**src/rtl/ts_serial_tx.sv**
```systemverilog
// Serial MPEG-TS transmitter: byte framer -> tagged byte FIFO -> bit serializer with generated TS clock.
// Optional macro TS_TX_SYNC_CHECK_EN: drop whole packets whose start byte is not 0x47.
module ts_serial_tx #(
    parameter int CLK_DIV    = 2,
    parameter int GAP_BITS   = 16,
    parameter int FIFO_DEPTH = 16
) (
    input  logic        clk,
    input  logic        reset_n,
    input  logic        enable,
    input  logic [7:0]  in_data,
    input  logic        in_start,
    input  logic        in_valid,
    output logic        in_ready,
    output logic        ts_clk,
    output logic        ts_data,
    output logic        ts_valid,
    output logic        ts_start,
    output logic        busy,
    output logic [15:0] pkt_cnt,
    output logic [7:0]  err_cnt
);
    localparam int       AW       = $clog2(FIFO_DEPTH);
    localparam logic [8:0] PER_LAST = 9'(2 * CLK_DIV - 1);
    localparam logic [8:0] PER_HALF = 9'(CLK_DIV);
    localparam logic [9:0] GAP_LAST = 10'(GAP_BITS - 1);

    typedef enum logic [2:0] {S_IDLE, S_LOAD, S_SHIFT, S_STALL, S_GAP} state_t;

    // ---------------- input framer ----------------
    logic [7:0] in_cnt_q, in_cnt_d;
    logic [7:0] err_cnt_q, err_cnt_d;
    logic       push, push_tag, pop;
    logic       fifo_full, fifo_empty;
    logic       accept;
`ifdef TS_TX_SYNC_CHECK_EN
    logic       drop_q, drop_d;
`endif

    assign in_ready = enable & ~fifo_full;
    assign accept   = in_valid & in_ready;

    always_comb begin
        in_cnt_d  = in_cnt_q;
        err_cnt_d = err_cnt_q;
        push      = 1'b0;
        push_tag  = 1'b0;
`ifdef TS_TX_SYNC_CHECK_EN
        drop_d    = drop_q;
`endif
        if (accept) begin
            if (in_cnt_q == 8'd0) begin
                // bytes without a start tag here are discarded while hunting for sync
                if (in_start) begin
                    in_cnt_d = 8'd1;
`ifdef TS_TX_SYNC_CHECK_EN
                    if (in_data != 8'h47) begin
                        drop_d = 1'b1;
                        if (err_cnt_q != 8'hFF) err_cnt_d = err_cnt_q + 8'd1;
                    end else begin
                        drop_d   = 1'b0;
                        push     = 1'b1;
                        push_tag = 1'b1;
                    end
`else
                    push     = 1'b1;
                    push_tag = 1'b1;
`endif
                end
            end else begin
`ifdef TS_TX_SYNC_CHECK_EN
                push = ~drop_q;
`else
                push = 1'b1;
`endif
                in_cnt_d = (in_cnt_q == 8'd187) ? 8'd0 : in_cnt_q + 8'd1;
                if (in_start && err_cnt_q != 8'hFF) err_cnt_d = err_cnt_q + 8'd1;
            end
        end
    end

    // ---------------- byte FIFO (bit 8 = start tag) ----------------
    logic [8:0]    mem_q [FIFO_DEPTH];
    logic [AW-1:0] wr_ptr_q, rd_ptr_q;
    logic [AW:0]   fifo_cnt_q, fifo_cnt_d;
    logic [8:0]    rd_data;

    assign fifo_full  = (fifo_cnt_q == (AW+1)'(FIFO_DEPTH));
    assign fifo_empty = (fifo_cnt_q == '0);
    assign rd_data    = mem_q[rd_ptr_q];

    always_comb begin
        fifo_cnt_d = fifo_cnt_q;
        case ({push, pop})
            2'b10:   fifo_cnt_d = fifo_cnt_q + 1'b1;
            2'b01:   fifo_cnt_d = fifo_cnt_q - 1'b1;
            default: fifo_cnt_d = fifo_cnt_q;
        endcase
    end

    always_ff @(posedge clk) begin
        if (push) mem_q[wr_ptr_q] <= {push_tag, in_data};
    end

    // ---------------- serializer ----------------
    state_t      state_q, state_d;
    logic [8:0]  per_q, per_d;
    logic [2:0]  bit_q, bit_d;
    logic [7:0]  sh_q, sh_d;
    logic        st_q, st_d;
    logic [7:0]  idx_q, idx_d;
    logic [9:0]  gap_q, gap_d;
    logic [15:0] pkt_cnt_q, pkt_cnt_d;
    logic        load, new_pkt;

    always_comb begin
        state_d   = state_q;
        per_d     = per_q;
        bit_d     = bit_q;
        sh_d      = sh_q;
        st_d      = st_q;
        idx_d     = idx_q;
        gap_d     = gap_q;
        pkt_cnt_d = pkt_cnt_q;
        load      = 1'b0;
        new_pkt   = 1'b0;
        case (state_q)
            S_IDLE: if (!fifo_empty) begin
                load    = 1'b1;
                new_pkt = 1'b1;
                state_d = S_LOAD;
            end
            S_LOAD: begin
                state_d = S_SHIFT;
                per_d   = '0;
                bit_d   = 3'd7;
            end
            S_SHIFT: begin
                per_d = per_q + 1'b1;
                if (per_q == PER_LAST) begin
                    per_d = '0;
                    if (bit_q != 3'd0) begin
                        sh_d  = {sh_q[6:0], 1'b0};
                        bit_d = bit_q - 1'b1;
                    end else if (idx_q == 8'd187) begin
                        pkt_cnt_d = pkt_cnt_q + 16'd1;
                        if (GAP_BITS == 0) begin
                            // chain straight into the next packet so back-to-back timing stays exact
                            new_pkt = 1'b1;
                            load    = !fifo_empty;
                            state_d = fifo_empty ? S_IDLE : S_SHIFT;
                        end else begin
                            state_d = S_GAP;
                            gap_d   = '0;
                        end
                    end else if (!fifo_empty) begin
                        load = 1'b1;
                    end else begin
                        state_d = S_STALL;
                    end
                end
            end
            S_STALL: if (!fifo_empty) begin
                load    = 1'b1;
                state_d = S_SHIFT;
            end
            S_GAP: begin
                per_d = per_q + 1'b1;
                if (per_q == PER_LAST) begin
                    per_d = '0;
                    gap_d = gap_q + 1'b1;
                    if (gap_q == GAP_LAST) begin
                        new_pkt = 1'b1;
                        load    = !fifo_empty;
                        state_d = fifo_empty ? S_IDLE : S_SHIFT;
                    end
                end
            end
            default: state_d = S_IDLE;
        endcase
        if (load) begin
            sh_d  = rd_data[7:0];
            st_d  = rd_data[8];
            idx_d = (new_pkt || rd_data[8]) ? 8'd0 : idx_q + 8'd1;
            bit_d = 3'd7;
            per_d = '0;
        end
    end

    assign pop = load;

    logic ts_clk_q, ts_data_q, ts_valid_q, ts_start_q, busy_q;

    always_ff @(posedge clk or negedge reset_n) begin
        if (!reset_n) begin
            in_cnt_q   <= '0;
            err_cnt_q  <= '0;
`ifdef TS_TX_SYNC_CHECK_EN
            drop_q     <= 1'b0;
`endif
            wr_ptr_q   <= '0;
            rd_ptr_q   <= '0;
            fifo_cnt_q <= '0;
            state_q    <= S_IDLE;
            per_q      <= '0;
            bit_q      <= '0;
            sh_q       <= '0;
            st_q       <= 1'b0;
            idx_q      <= '0;
            gap_q      <= '0;
            pkt_cnt_q  <= '0;
            ts_clk_q   <= 1'b0;
            ts_data_q  <= 1'b0;
            ts_valid_q <= 1'b0;
            ts_start_q <= 1'b0;
            busy_q     <= 1'b0;
        end else begin
            in_cnt_q   <= in_cnt_d;
            err_cnt_q  <= err_cnt_d;
`ifdef TS_TX_SYNC_CHECK_EN
            drop_q     <= drop_d;
`endif
            if (push) wr_ptr_q <= wr_ptr_q + 1'b1;
            if (pop)  rd_ptr_q <= rd_ptr_q + 1'b1;
            fifo_cnt_q <= fifo_cnt_d;
            state_q    <= state_d;
            per_q      <= per_d;
            bit_q      <= bit_d;
            sh_q       <= sh_d;
            st_q       <= st_d;
            idx_q      <= idx_d;
            gap_q      <= gap_d;
            pkt_cnt_q  <= pkt_cnt_d;
            busy_q     <= (state_q != S_IDLE);
            // outputs follow the current state one cycle later; STALL freezes data/valid/start
            ts_clk_q   <= ((state_q == S_SHIFT) || (state_q == S_GAP)) && (per_q >= PER_HALF);
            if (state_q == S_SHIFT) begin
                ts_data_q  <= sh_q[7];
                ts_valid_q <= 1'b1;
                ts_start_q <= st_q;
            end else if (state_q != S_STALL) begin
                ts_data_q  <= 1'b0;
                ts_valid_q <= 1'b0;
                ts_start_q <= 1'b0;
            end
        end
    end

    assign ts_clk   = ts_clk_q;
    assign ts_data  = ts_data_q;
    assign ts_valid = ts_valid_q;
    assign ts_start = ts_start_q;
    assign busy     = busy_q;
    assign pkt_cnt  = pkt_cnt_q;
    assign err_cnt  = err_cnt_q;
endmodule

```
**config.mk**
```make
export PLATFORM = sky130hd
export DESIGN_NAME = ts_serial_tx
export DESIGN_NICKNAME = d
export VERILOG_FILES = /design/src/rtl/ts_serial_tx.sv
export SDC_FILE = /design/constraint.sdc
export NUM_CORES = 1
export LEC_CHECK = 0
export CAP_MARGIN = 20
export CORE_MARGIN = 2
export CORE_UTILIZATION = 52
export DETAILED_ROUTE_END_ITERATION = 6
export PLACE_DENSITY = 0.7
export SLEW_MARGIN = 40
export SYNTH_ARGS = -nofsm -noshare
export SYNTH_HDL_FRONTEND = slang
export SYNTH_SLANG_ARGS = --single-unit
```
**constraint.sdc**
```tcl
create_clock -name clk -period 5.3 [get_ports clk]
set_input_delay 1.06 -clock clk [delete_from_list [all_inputs] [get_ports clk]]
set_output_delay 1.06 -clock clk [all_outputs]
set_load 0.01 [all_outputs]
```
### Yosys cells after proc, flatten, opt, wreduce, memory -nomap -nowiden

Memories as Yosys holds them, arrays and structs flattened.
Index checks and enable logic that the tools add are counted.
Widths: inputs -> output; s select.

* add/sub/neg operators: 11
* $lt $le $gt $ge: 1
* eq/ne operators: 24
* muxes and demuxes: 52
* bitwise operators: 5
* reductions and logical operators: 27

Operators by type and width (number)
* $mux 8: 8
* $mux 10: 4
* $mux 3: 11
* $add 8x1->8 const B: 3
* $pmux 10 s2: 1
* $mux 1: 19
* $mux 9: 2
* $pmux 9 s2: 1
* $add 16x1->16 const B: 1
* $eq 8x8->1 const B: 2
* $ne 2x2->1 const B: 8
* $pmux 3 s5: 1
* $reduce_bool 2->1: 6
* $reduce_bool 3->1: 4
* $add 10x1->10 const B: 1
* $eq 10x4->1 const B: 1
* $pmux 5 s2: 1
* $add 9x1->9 const B: 1
* $eq 9x2->1 const B: 1
* $ge 9x2->1 const B: 1
* $ne 3x3->1 const B: 3
* $reduce_and 3->1: 3
* $add 4x1->4 const B: 2
* $logic_not 8->1: 1
* other kinds (27): 34

* register bits after elaboration: 92
* bits in writable memories: 144
* input bits: 13
* output and inout port bits: 30
* logic and storage cells: 139
* memories: 1

Memory list
* mem_q: depth 16, bits a word 9, read ports 1, clocked after memory_dff 0, wr ports 1, line 83 `logic [8:0] mem_q [FIFO_DEPTH];`

### Depth between registers and ports, before layout

* depth after elaboration: 8
* gate-level depth with buffers: 15
* depth with buffers taken out: 15

### Least setup slack after synthesis

No wires, ideal clock.

* path type: register to register
* from: register per_q[1]
* to: register fifo_cnt_q[4]
* library setup time: 0.123 ns
* data arrival time: 3.088 ns
* data required time: 5.177 ns
* setup slack: 2.090 ns
* cell stages (with the launch flop): 14
* buffers on the path: 0
* clock period less this slack: 3.210 ns
* cells stage by stage: dfrtp_1 -> ha_1 -> or4b_1 -> or2_1 -> a2111oi_4 -> nor2_1 -> inv_1 -> ha_1 -> xor2_1 -> ha_1 -> nor2_1 -> a222oi_1 -> nor2_1 -> xnor2_1

* word-level cells in the longest chain between the ends: 5
* elaborated cells on any way between the ends: 8
* those cells by class: 3 x eq/ne; 4 x mux; 1 x reduce/logical

RTL lines
* start: declaration: line 107 `logic [8:0] per_q, per_d;`
* start signal: assignment: line 227 `per_q <= per_d;`
* $eq 9x2->1 *: line 140, 169
* $mux 1 (on tied branches): line 169, 140
* $pmux 1 s3 *: line 127 `case (state_q)`
* $eq 2x1->1 / $eq 2x2->1 (equally long branches): line 94 `case ({push, pop})`
* $pmux 5 s2 / $reduce_bool 2->1 (equally long branches)
* end signal: assignment: line 225 `fifo_cnt_q <= fifo_cnt_d;`
* end: declaration: line 85 `logic [AW:0] fifo_cnt_q, fifo_cnt_d;`

Mark *: on every way between the ends. The rest lies on a longest branch, timed or not.
A chain may end at the register's enable or synchronous reset.

### Final worst setup path

Same ends and word-level chain as after synthesis.

==> qor.yml <==
nets: 824
area_growth_pct: 15.1
dr_wl_met2_um: 10800
rows: 52
clkLatencyLatePin_ns: 0.53
reg2reg_from: "per_q[1]"
synth_edf_count: 144
fin_skew_ns: 0.0236
seq_area_frac_synth_pct: 63.0
wl_met3_um: 1110
status: "complete, no violations"
switching_share_pct: 30.2
synth_async_sr_flop_share_pct: 39.0
instances_no_fill: 1081
die_h_um: 146
seq_power_share_pct: 42.0
startpoint_type: "flip-flop"
finalCriticalPeriod_ns: 4.08
top_layer_used: "met4"
postSynthNetCount: 774
placed_cell_area_um2: 11200
synth.distinct_cells: 61
hpwl_um: 13800
ys.flop_type: "edfxtp_1"
layout_commonest_cell: "edfxtp_1"
clk_pin_slew_ns: 0.06
cts_tree: "built"
grt_pass1_wl_um: 34300
avgSynthCellArea_um2: 14.1
syn_inst: 743
fin_ws_ns: 1.22
post-place-ws_ns: 1.22
synth_warnings: 0
root_buffer: "clkbuf_16"
cts_sinks: 236
routed_wl_um: 21100
p_leak_nw: 4.59
arrival_ns: 4.48
antenna_found_initial: 0
io_buffers: 42
synth_seq_cells: 236
cts-htree-levels: 1
track_usage_pct: 20.1
finalHoldViolations: 0
n_antenna_cell: 0
maxCapViolCount: 0
grt_max_degree: 59
switching_power_mw: 1.74
slew_violations: 0
drive_gt1_share_pct: 13.7
p_comb_share_pct: 26.5
worst-r2r-cell-count: 13
cts_setup_buffers: 0
wl_per_cell_um: 19.5
critPathMaxFanout: 12
dieWidth_um: 146
ios: 43
initial_core_util_pct: 52.5
ctsResizeCount: 0
place_inst: 1037
relSlewSlack_pct: 49.0
ant_nets: 0
core_area_um2: 20000
grt_pass1_vias: 6483
setup-violations-final: 0
utilization_pct: 60.4
syn_area_um2: 10500
crit_path_start: "per_q[1]"
p_int_mw: 4.02
first_pass_iters: 5
tightest_slew_ns: 0.760
power_mw: 5.76
cts_buffer_depth: 3
wl_met1_um: 8720
p_clk_share_pct: 31.5
hold_buffers: 0
stdcell_area_um2: 12100
timing.final.crit_share_pct: 77.1
gp_congestion: 0.859
cts_made_buffers: 24
grt.overflow.total: 0
whs_ns: 0.492
hold_class: "input pin to asynchronous set/reset pin"
n_fill_cell: 1518
crit_type: "flip-flop to flip-flop"
powerDensity_nw_per_um2: 476
drc_errors: 0
grt_setup_unrepaired: "no"
vias_per_cell: 5.91
num_vias: 6394
required_ns: 5.69
max_freq_mhz: 245
final_cell_mix: "144 x edfxtp_1, 91 x dfrtp_1, 47 x o21ai_0, 45 x nand2_1, 41 x clkdlybuf4s50_1"
die-area_um2: 21400
drtIter0Drc: 646
ir_worst_vdd_uv: 349
setup_tns_ns: 0
worstSetupEndpointType: "flip-flop"
## final timing paths
path,to,slack (ns)
min reg2reg,pkt_cnt[13],0.49
max,fifo_cnt_q[4],1.22
max reg2reg,fifo_cnt_q[4],1.22
min,gap_q[5],0.49
min in group clk,pkt_cnt[13],0.49
max in group asynchronous,idx_q[7],3.74
## metal layers
layer | up-vias | track usage, %
met5 | - | 0
met4 | 0 | 5.24
met3 | 36 | 3.75
met2 | 167 | 34.1
met1 | 3232 | 26.9
li1 | 2959 | -
## Yosys cell counts (13+ instances only)
master    count  area share, %
edfxtp_1    144             41
dfrtp_1      92             22
o21ai_0      47            2.2
nand2_1      45            1.6
mux4_2       37            7.9
nor2_1       30            1.1
mux2i_1      29            2.8
inv_1        27           0.96
nand3_1      25            1.2
xnor2_1      24            2.0
clkbuf_1     18           0.64
ha_1         18            2.1
and3_1       17            1.0
nand4_1      15           0.89
a21oi_1      13           0.62
nor3_1       13           0.62
## area by class of cell
class	count	area [um^2]	share of cell area, %
sequential	236	6630	54.8
multi-input combinational	451	3670	30.4
clock buffer	29	619	5.12
timing repair buffer	53	500	4.14
tap	270	338	2.79
clock inverter	15	235	1.94
inverter	27	101	0.838
## critical path, cell delays in order (launching register included)
cell       delay [ns]
dfrtp_1          0.40
ha_1             0.21
or4b_1           0.51
or2_1            0.41
a2111oi_4        0.58
nor2_2           0.27
inv_1            0.28
ha_1             0.32
xor2_1           0.21
ha_1             0.23
nor2_1           0.05
a222oi_1         0.27
nor2_1           0.09
xnor2_1          0.13
## power by group through the flow
stage / combinational (mW) / clock (mW) / sequential [mW]
2_1_floorplan: 1.20 / 0 / 2.34
3_3_place_gp: 1.47 / 0 / 2.43
3_5_place_dp: 1.53 / 0 / 2.46
4_1_cts: 1.54 / 1.85 / 2.42
5_1_grt: 1.68 / 1.91 / 2.46
6_report: 1.52 / 1.81 / 2.42
## cells by family (layout without fill, tap and decap cells)
| group | after synthesis | after routing | synth area share (%) |
|---|---|---|---|
| AO/OA/AOI/OAI | 118 | 118 | 7.52 |
| XOR/XNOR | 36 | 36 | 3.00 |
| adder cells (fa/ha/maj) | 18 | 18 | 2.14 |
| buffers and inverters | 56 | 124 | 2.13 |
| flip-flops | 236 | 236 | 63.0 |
| multiplexers | 78 | 78 | 12.0 |
| AND/OR/NAND/NOR | 201 | 201 | 10.2 |
## sequential cells by signal, summed over array words and instances, names as in the netlist, 3 cells and up
signal and count:
mem_q 144, state_q 3, rd_ptr_q 4, per_q 9, sh_q 8, gap_q 10, err_cnt 8, wr_ptr_q 4
bit_q 3, idx_q 8, in_cnt_q 8, pkt_cnt 16, fifo_cnt_q 5
(Power assumes the default switching activity.)
